## src/rtl/writeback_unit_if.sv

```systemverilog
// Writeback unit bus: ALU result, load handshake, register-file write port and pending query.
// With WB_FORWARD_EN defined the same-cycle bypass signals fwd_* are added.
interface writeback_unit_if;
    logic        alu_valid;
    logic [4:0]  alu_rd;
    logic [31:0] alu_data;
    logic        alu_stall;

    logic        load_valid;
    logic        load_ready;
    logic [4:0]  load_rd;
    logic [31:0] load_data;

    logic        register_write_en;
    logic [4:0]  rd_address;
    logic [31:0] register_write_data;

    logic [4:0]  query_address;
    logic        query_pending;

`ifdef WB_FORWARD_EN
    logic        fwd_valid;
    logic [4:0]  fwd_address;
    logic [31:0] fwd_data;

    modport master (
        output alu_valid, alu_rd, alu_data, load_valid, load_rd, load_data, query_address,
        input  alu_stall, load_ready, register_write_en, rd_address, register_write_data,
               query_pending, fwd_valid, fwd_address, fwd_data
    );

    modport slave (
        input  alu_valid, alu_rd, alu_data, load_valid, load_rd, load_data, query_address,
        output alu_stall, load_ready, register_write_en, rd_address, register_write_data,
               query_pending, fwd_valid, fwd_address, fwd_data
    );
`else
    modport master (
        output alu_valid, alu_rd, alu_data, load_valid, load_rd, load_data, query_address,
        input  alu_stall, load_ready, register_write_en, rd_address, register_write_data,
               query_pending
    );

    modport slave (
        input  alu_valid, alu_rd, alu_data, load_valid, load_rd, load_data, query_address,
        output alu_stall, load_ready, register_write_en, rd_address, register_write_data,
               query_pending
    );
`endif
endinterface

```

## src/rtl/writeback_unit.sv

```systemverilog
// Arbitrates ALU and load results onto one register-file write port, buffering loads in a 2-entry FIFO.
// Optional macro WB_FORWARD_EN exposes the pre-register selected write on fwd_* for bypass.
module writeback_unit (
    input logic              clk,
    input logic              rst,
    writeback_unit_if.slave  wb
);
    typedef enum logic [1:0] {
        SEL_NONE,
        SEL_FIFO,
        SEL_ALU,
        SEL_LOAD
    } sel_t;

    logic [1:0]  count;
    logic        rd_ptr;
    logic        wr_ptr;
    logic [4:0]  fifo_rd   [2];
    logic [31:0] fifo_data [2];
    logic [1:0]  entry_valid;

    sel_t        sel;
    logic        load_ready_i;
    logic        load_acc;
    logic        push;
    logic        pop;
    logic [4:0]  sel_rd;
    logic [31:0] sel_data;

    logic        reg_en;
    logic [4:0]  reg_rd;
    logic [31:0] reg_data;

    assign load_ready_i  = (count < 2'd2);
    assign load_acc      = wb.load_valid && load_ready_i;
    assign wb.load_ready = load_ready_i;
    assign wb.alu_stall  = wb.alu_valid && (count == 2'd2);

    // A full FIFO outranks the ALU so loads cannot be starved indefinitely.
    always_comb begin
        sel      = SEL_NONE;
        sel_rd   = '0;
        sel_data = '0;
        if (count == 2'd2) begin
            sel      = SEL_FIFO;
            sel_rd   = fifo_rd[rd_ptr];
            sel_data = fifo_data[rd_ptr];
        end else if (wb.alu_valid) begin
            sel      = SEL_ALU;
            sel_rd   = wb.alu_rd;
            sel_data = wb.alu_data;
        end else if (count != 2'd0) begin
            sel      = SEL_FIFO;
            sel_rd   = fifo_rd[rd_ptr];
            sel_data = fifo_data[rd_ptr];
        end else if (load_acc) begin
            sel      = SEL_LOAD;
            sel_rd   = wb.load_rd;
            sel_data = wb.load_data;
        end
    end

    assign push = load_acc && (sel != SEL_LOAD);
    assign pop  = (sel == SEL_FIFO);

    always_comb begin
        entry_valid = 2'b00;
        if (count == 2'd2) begin
            entry_valid = 2'b11;
        end else if (count == 2'd1) begin
            entry_valid[rd_ptr] = 1'b1;
        end
    end

    assign wb.query_pending = (wb.query_address != 5'd0) &&
                              ((entry_valid[0] && (fifo_rd[0] == wb.query_address)) ||
                               (entry_valid[1] && (fifo_rd[1] == wb.query_address)) ||
                               (reg_en && (reg_rd == wb.query_address)));

    // Storage is qualified by count, so it needs no reset.
    always_ff @(posedge clk) begin
        if (push) begin
            fifo_rd[wr_ptr]   <= wb.load_rd;
            fifo_data[wr_ptr] <= wb.load_data;
        end
    end

    always_ff @(posedge clk) begin
        if (rst) begin
            count    <= 2'd0;
            rd_ptr   <= 1'b0;
            wr_ptr   <= 1'b0;
            reg_en   <= 1'b0;
            reg_rd   <= 5'd0;
            reg_data <= 32'd0;
        end else begin
            if (push) begin
                wr_ptr <= ~wr_ptr;
            end
            if (pop) begin
                rd_ptr <= ~rd_ptr;
            end
            if (push && !pop) begin
                count <= count + 2'd1;
            end else if (pop && !push) begin
                count <= count - 2'd1;
            end

            // Writes to x0 still consume their slot but never strobe the register file.
            if (sel != SEL_NONE) begin
                reg_en   <= (sel_rd != 5'd0);
                reg_rd   <= sel_rd;
                reg_data <= sel_data;
            end else begin
                reg_en   <= 1'b0;
            end
        end
    end

    assign wb.register_write_en   = reg_en;
    assign wb.rd_address          = reg_rd;
    assign wb.register_write_data = reg_data;

`ifdef WB_FORWARD_EN
    assign wb.fwd_valid   = (sel != SEL_NONE) && (sel_rd != 5'd0);
    assign wb.fwd_address = sel_rd;
    assign wb.fwd_data    = sel_data;
`endif

endmodule

```

## src/flat_wrapper.sv

```systemverilog
// flat-port wrapper written by rule: the top's interface ports become plain ports
module writeback_unit_flat 
  (clk, rst, wb_alu_valid, wb_alu_rd, wb_alu_data, wb_load_valid, wb_load_rd, wb_load_data, wb_query_address, wb_alu_stall, wb_load_ready, wb_register_write_en, wb_rd_address, wb_register_write_data, wb_query_pending);
  writeback_unit_if wb_i ();
  input logic clk;
  input logic rst;
  input wire logic [$bits(wb_i.alu_valid)-1:0] wb_alu_valid;
  input wire logic [$bits(wb_i.alu_rd)-1:0] wb_alu_rd;
  input wire logic [$bits(wb_i.alu_data)-1:0] wb_alu_data;
  input wire logic [$bits(wb_i.load_valid)-1:0] wb_load_valid;
  input wire logic [$bits(wb_i.load_rd)-1:0] wb_load_rd;
  input wire logic [$bits(wb_i.load_data)-1:0] wb_load_data;
  input wire logic [$bits(wb_i.query_address)-1:0] wb_query_address;
  output wire logic [$bits(wb_i.alu_stall)-1:0] wb_alu_stall;
  output wire logic [$bits(wb_i.load_ready)-1:0] wb_load_ready;
  output wire logic [$bits(wb_i.register_write_en)-1:0] wb_register_write_en;
  output wire logic [$bits(wb_i.rd_address)-1:0] wb_rd_address;
  output wire logic [$bits(wb_i.register_write_data)-1:0] wb_register_write_data;
  output wire logic [$bits(wb_i.query_pending)-1:0] wb_query_pending;
  assign wb_i.alu_valid = wb_alu_valid;
  assign wb_i.alu_rd = wb_alu_rd;
  assign wb_i.alu_data = wb_alu_data;
  assign wb_i.load_valid = wb_load_valid;
  assign wb_i.load_rd = wb_load_rd;
  assign wb_i.load_data = wb_load_data;
  assign wb_i.query_address = wb_query_address;
  assign wb_alu_stall = wb_i.alu_stall;
  assign wb_load_ready = wb_i.load_ready;
  assign wb_register_write_en = wb_i.register_write_en;
  assign wb_rd_address = wb_i.rd_address;
  assign wb_register_write_data = wb_i.register_write_data;
  assign wb_query_pending = wb_i.query_pending;
  writeback_unit u_core (.clk(clk), .rst(rst), .wb(wb_i));
endmodule
```

## config.mk

```make
export PLATFORM = sky130hd
export DESIGN_NAME = writeback_unit_flat
export DESIGN_NICKNAME = d
export VERILOG_FILES = /design/src/rtl/writeback_unit_if.sv /design/src/rtl/writeback_unit.sv /design/src/flat_wrapper.sv
export SDC_FILE = /design/constraint.sdc
export NUM_CORES = 1
export LEC_CHECK = 0
export CAP_MARGIN = 10
export CORE_MARGIN = 2
export CORE_UTILIZATION = 50
export DETAILED_ROUTE_END_ITERATION = 8
export DONT_BUFFER_PORTS = 1
export PLACE_DENSITY = 0.74
export RECOVER_POWER = 100
export SKIP_CTS_REPAIR_TIMING = 1
export SLEW_MARGIN = 20
export SYNTH_ARGS = -nofsm -noshare
export SYNTH_HDL_FRONTEND = slang
export SYNTH_SLANG_ARGS = --single-unit
```

## constraint.sdc

```tcl
create_clock -name clk -period 4.31 [get_ports clk]
set_clock_uncertainty 0.15 [all_clocks]
set_input_delay 0.862 -clock clk [delete_from_list [all_inputs] [get_ports clk]]
set_output_delay 0.862 -clock clk [all_outputs]
set_load 0.005 [all_outputs]
```

# --- After elaboration in Yosys (flattened, before gate mapping) ---
# Memory sizes are Yosys's and may differ from the RTL's. A register that Yosys moved wholly into a read port is not among the register bits.
# Cells that the tools add are included.
word_totals:
  regBits: 42
  ramBits: 74
  in_bits: 83
  n_memories: 2
mem_list:
  columns: ["name", "depth", "width", "rd", "rd_ports_with_merged_regs", "write_ports", "line_no", "text"]
  rows:
  - ["u_core.fifo_data", 2, 32, 1, 1, 1, "writeback_unit.sv:19", "logic [31:0] fifo_data [2];"]
  - ["u_core.fifo_rd", 2, 5, 3, 1, 1, "writeback_unit.sv:18", "logic [4:0] fifo_rd [2];"]
classes:
  n_addsub: 2
  n_lt_le_gt_ge: 3
  eq_ne: 7
  muxes: 24
  bitwise_logic: 3
  reduce_logical: 20
op_table:
  columns: ["cell", "n"]
  rows:
  - ["$mux 32", 4]
  - ["$mux 5", 4]
  - ["$mux 2", 8]
  - ["$eq 5x5->1", 3]
  - ["$logic_and 1x1->1", 10]
  - ["$reduce_bool 5->1", 2]
  - ["$mux 1", 7]
  - ["$reduce_bool 2->1", 3]
  - ["$eq 2x1->1 const B", 2]
  - ["$not 1->1", 3]
  - ["$add 2x1->2 const B", 1]
  - ["$eq 2x2->1 const B", 1]
  - ["$logic_not 1->1", 2]
  - ["$logic_or 1x1->1", 2]
  - ["$lt 1x2->1 const B", 1]
  - ["$lt 2x2->1 const B", 1]
  - ["$ne 2x2->1 const B", 1]
  - ["$reduce_or 2->1", 1]
  - ["$sub 2x1->2 const B", 1]
  - ["$demux 1 s1", 1]
  - ["$ge 1x1->1 const B", 1]

# --- Logic depth before layout (Yosys ltp) ---
logic_depth:
  depth_word: 12
  depth_mapped: 9
  mapped_depth_nobuf: 7

# --- Worst setup path after synthesis ---
# OpenSTA, ideal clock, no wires.
synth_timing:
  path_type: "input -> register"
  from: "in wb_load_valid"
  to: "mem u_core.fifo_data[0][0], enable pin"
  setup_time_ns: 0.431
  t_arrival_ns: 3.183
  required_time_ns: 3.729
  path_slack_ns: 0.546
  path_stages: 5
  path_buffers: 2
  path_cell_list: "nor2b_1 > buf_2 > clkbuf_1 > nand2_1 > nor2_1"
synth_via:
  elab_chain_cells: 9
synth_lines:
  columns: ["element", "line_no", "text"]
  rows:
  - ["start, declared", "flat_wrapper.sv:10", "input wire logic [$bits(wb_i.load_valid)-1:0] wb_load_valid;"]
  - ["$logic_and 1x1->1 (*)", "writeback_unit.sv:35", "assign load_acc = wb.load_valid && load_ready_i;"]
  - ["$mux 2", "writeback_unit.sv:56", "end else if (load_acc) begin"]
  - ["$mux 2", "writeback_unit.sv:52", "end else if (count != 2'd0) begin"]
  - ["$mux 2", "writeback_unit.sv:48", "end else if (wb.alu_valid) begin"]
  - ["$mux 2", "writeback_unit.sv:44", "if (count == 2'd2) begin"]
  - ["$ne 2x2->1", "writeback_unit.sv:63", "assign push = load_acc && (sel != SEL_LOAD);"]
  - ["$logic_and 1x1->1 (*)", "writeback_unit.sv:63", null]
  - ["$mux 1 (*)", "writeback_unit.sv:82", "if (push) begin"]
  - ["$mux 1 (not written as such) (*)", "writeback_unit.sv:84", "fifo_data[wr_ptr] <= wb.load_data;"]
  - ["end, declared", "writeback_unit.sv:19", null]
# Every way passes the cells marked *; elsewhere a longest branch is shown, timed or not.

# --- Worst setup path in the final report ---
layout_timing:
  from: "reg u_core.count[0]"
  to: "reg u_core.reg_data[6], in the netlist u_core.wb.register_write_data[6]"
layout_via:
  elab_chain_cells: 7
layout_lines:
  columns: ["element", "line_no", "text"]
  rows:
  - ["start, declared", "writeback_unit.sv:15", "logic [1:0] count;"]
  - ["start signal, assigned", "writeback_unit.sv:104", "count <= count + 2'd1;"]
  - ["start signal, assigned", "writeback_unit.sv:106", "count <= count - 2'd1;"]
  - ["$lt 2x2->1", "writeback_unit.sv:34", "assign load_ready_i = (count < 2'd2);"]
  - ["$logic_and 1x1->1", "writeback_unit.sv:35", null]
  - ["$mux 2", "writeback_unit.sv:56", null]
  - ["$mux 2", "writeback_unit.sv:52", null]
  - ["$mux 2", "writeback_unit.sv:48", null]
  - ["$mux 2", "writeback_unit.sv:44", null]
  - ["$reduce_bool 2->1", "writeback_unit.sv:110", "if (sel != SEL_NONE) begin"]
  - ["end signal, assigned", "writeback_unit.sv:113", "reg_data <= sel_data;"]
  - ["end, declared", "writeback_unit.sv:32", "logic [31:0] reg_data;"]
# Several ways; a longest one is shown, not always the timed one.
# A chain may end at the register's enable or synchronous reset.

==> results.ini <==
[run_status]
status=completed

[timing]
rsz0062_at_grt=no
setup_viol=0
fmax_mhz=278
post-route-period-util=0.836
hold_viol_final=0
period_needed_ns=3.60
final.setup.tns_ns=0
slew_violations=0
tightest_slew_ns=1.40
relSlewSlack=0.0608

[place]
dp_cells=539
routabilityCongestion=0.874
post_dp_cell_area_um2=5220
dp_hpwl_um=7920
portBuffers=0

[cells_and_area]
final_cells=571
drive_above_1_share=0.142
area_growth_pct=13.5
fin_nets=511
final_area_um2=5810
layout_common_cells=74 x edfxtp_1, 53 x nand2_1, 42 x a21oi_1, 42 x dfxtp_1, 41 x nor2_1
final_common_cell=edfxtp_1
n_fill_cell=746
antenna_cells=0

[yosys]
syn_inst=431
yosysWarnings=0
synth.avg_cell_area_um2=11.9
synth.distinct_cells=39
synth-seq-cells=117
synth_area_um2=5120
synth_fp_nets=517
yosysSeqAreaShare=0.602

[critical_path]
r2r_start=u_core.count[0]$_SDFFE_PP0P_
cp.arrival_ns=3.92
cp.required_ns=4.63
crit_path_end_kind=register
startpoint=u_core.count[0]$_SDFFE_PP0P_
crit_path_max_fanout=29
r2r_cells=7
path_class=register to register
regToRegSetupSlack_ns=0.71
r2r_end=u_core.wb.register_write_data[6]$_SDFFE_PP0P_
crit_path_end=u_core.wb.register_write_data[6]$_SDFFE_PP0P_
critPathLaunchType=register

[die]
die_w_um=105
boundaryPins=124
start_util=0.519
coreArea_um2=9860
rows=36
die_h_um=105
dieArea_um2=11100

[routing]
vias=3620
drt-initial-drc-count=339
routed_via_density=6.34
drtAntennaViolNets=0
wirelength_um=12200
firstDrtPassIters=5
drc=0
routedWlPerCell_um=21.3

[clock_tree]
root_buffer=clkbuf_8
cts_max_path_buffers=2
clk_pin_slew_worst_paths_ns=0.06
cts_buffers=17
h-tree-depth=4
cts.sinks=117
cts_tree=done
worstSkewPairLatency_ns=0.52

[global_route]
grt_antenna_before_repair=0
grt_pass1_vias=3609
grt-ovfl-total=0
grt_pass1_wl_um=19000
grt_max_degree=41
grt_usage=0.226

[pwr]
leakage_nw=1.97
ir_drop_v=0.000391
powerDensity_nw_per_um2=728

[flow_run]
max_cap_violations=0

[hold_path]
min_path_type=input port to register

[worst min path at each step]
stage                                                           to  cells after the start                                            from
CTS                                                       register                      1                                             rst
global placement     u_core.wb.register_write_data[5]$_SDFFE_PP0P_                      1   u_core.wb.register_write_data[5]$_SDFFE_PP0P_
floorplan            u_core.wb.register_write_data[0]$_SDFFE_PP0P_                      1   u_core.wb.register_write_data[0]$_SDFFE_PP0P_
global route                                              register                      1                                             rst
finish                                                    register                      1                                             rst
detailed placement  u_core.wb.register_write_data[25]$_SDFFE_PP0P_                      1  u_core.wb.register_write_data[25]$_SDFFE_PP0P_
[logic make-up after synthesis]
group / synth area share
adders and majority gates: 0.00733
muxes: 0.0767
and+or+nand+nor: 0.0977
AOI/OAI and AO/OA: 0.158
buffers and inverters: 0.0296
xor gates and xnor gates: 0.0291
DFF: 0.602
[flip-flops by register name, summed over array words and instances (netlist names), named ones only]
signal	flops
u_core.fifo_data	64
u_core.wb.register_write_data	32
u_core.fifo_rd	10
u_core.wb.rd_address	5
u_core.count	2
u_core.rd_ptr	1
u_core.wb.register_write_en	1
u_core.wr_ptr	1
[worst max-delay path: stages, from the launching register on]
cell,delay (ns)
dfxtp_1,0.38
inv_1,0.13
ha_1,0.16
buf_4,0.30
or3b_1,0.64
nor2_1,0.34
nor2_1,1.13
a32o_1,0.31
[where the power goes]
group          leakage (nW)  total, mW  internal [mW]  switching (mW)
combinational         0.642       1.08          0.429           0.653
sequential             1.04       1.72           1.50           0.213
clock                 0.291       1.43          0.913           0.520
total                  1.97       4.23           2.85            1.39
[cell usage after synthesis]
cell       instances  area (um2)
mux2i_1           19         190
or4_1              1        7.51
a31oi_1            2        12.5
or3_1              1        6.26
or3b_1             1        8.76
edfxtp_1          74        2220
a311oi_1           2        17.5
buf_2              7        35.0
xor2_1            11        96.3
nand2_1           53         199
buf_1              3        11.3
o2111ai_1          1        8.76
a221oi_1          14         123
inv_1              3        11.3
xnor2_1            6        52.6
a222oi_1           5        50.1
nor2_2             1        6.26
and2_1             1        6.26
clkbuf_1          19        71.3
nor2b_1            4        25.0
o21bai_2           1        11.3
mux2_2            18         203
nor2_1            40         150
nor3_1             1        5.00
nor2_4             2        22.5
nor3_4             1        16.3
o21ai_0            4        20.0
nand2b_1           2        12.5
dfxtp_1           43         861
a32o_1            18         180
nor4_1             2        12.5
buf_6              2        22.5
o21bai_1           1        7.51
and3_1             2        12.5
nand3_1            2        10.0
a21oi_1           42         210
o221ai_1          18         158
ha_1               3        37.5
a32oi_1            1        8.76
[per-layer routing]
metal / global-route usage / wire (um) / up-vias / part of all wire
li1: - / - / 1636 / -
met1: 0.262 / 4700 / 1786 / 0.39
met2: 0.364 / 5840 / 182 / 0.48
met3: 0.114 / 1430 / 16 / 0.12
met4: 0.0743 / 180 / 0 / 0.015
met5: 0 / 0 / - / 0
[per-stage QoR]
step                setup slack, ns  hold WS (ns)  utilization  power (mW)
floorplan                     0.546         0.316            -        2.55
global placement               1.16         0.336        0.529        2.78
detailed placement             1.08         0.338        0.529        2.82
CTS                            1.06         0.230        0.592        4.26
global route                  0.505         0.234        0.589        4.45
finish                        0.708         0.252        0.589        4.23
[final cells by class]
cell class              count  area [um2]  area share
clock inverters            12         139      0.0239
multi-input cells         280        1880       0.323
well taps                 133         166      0.0286
inverters                   3        11.3     0.00194
flip-flops and latches    117        3080       0.531
clock buffers              20         478      0.0823
repair buffers              6        53.8     0.00926
Power figures use the tool's default switching activity.
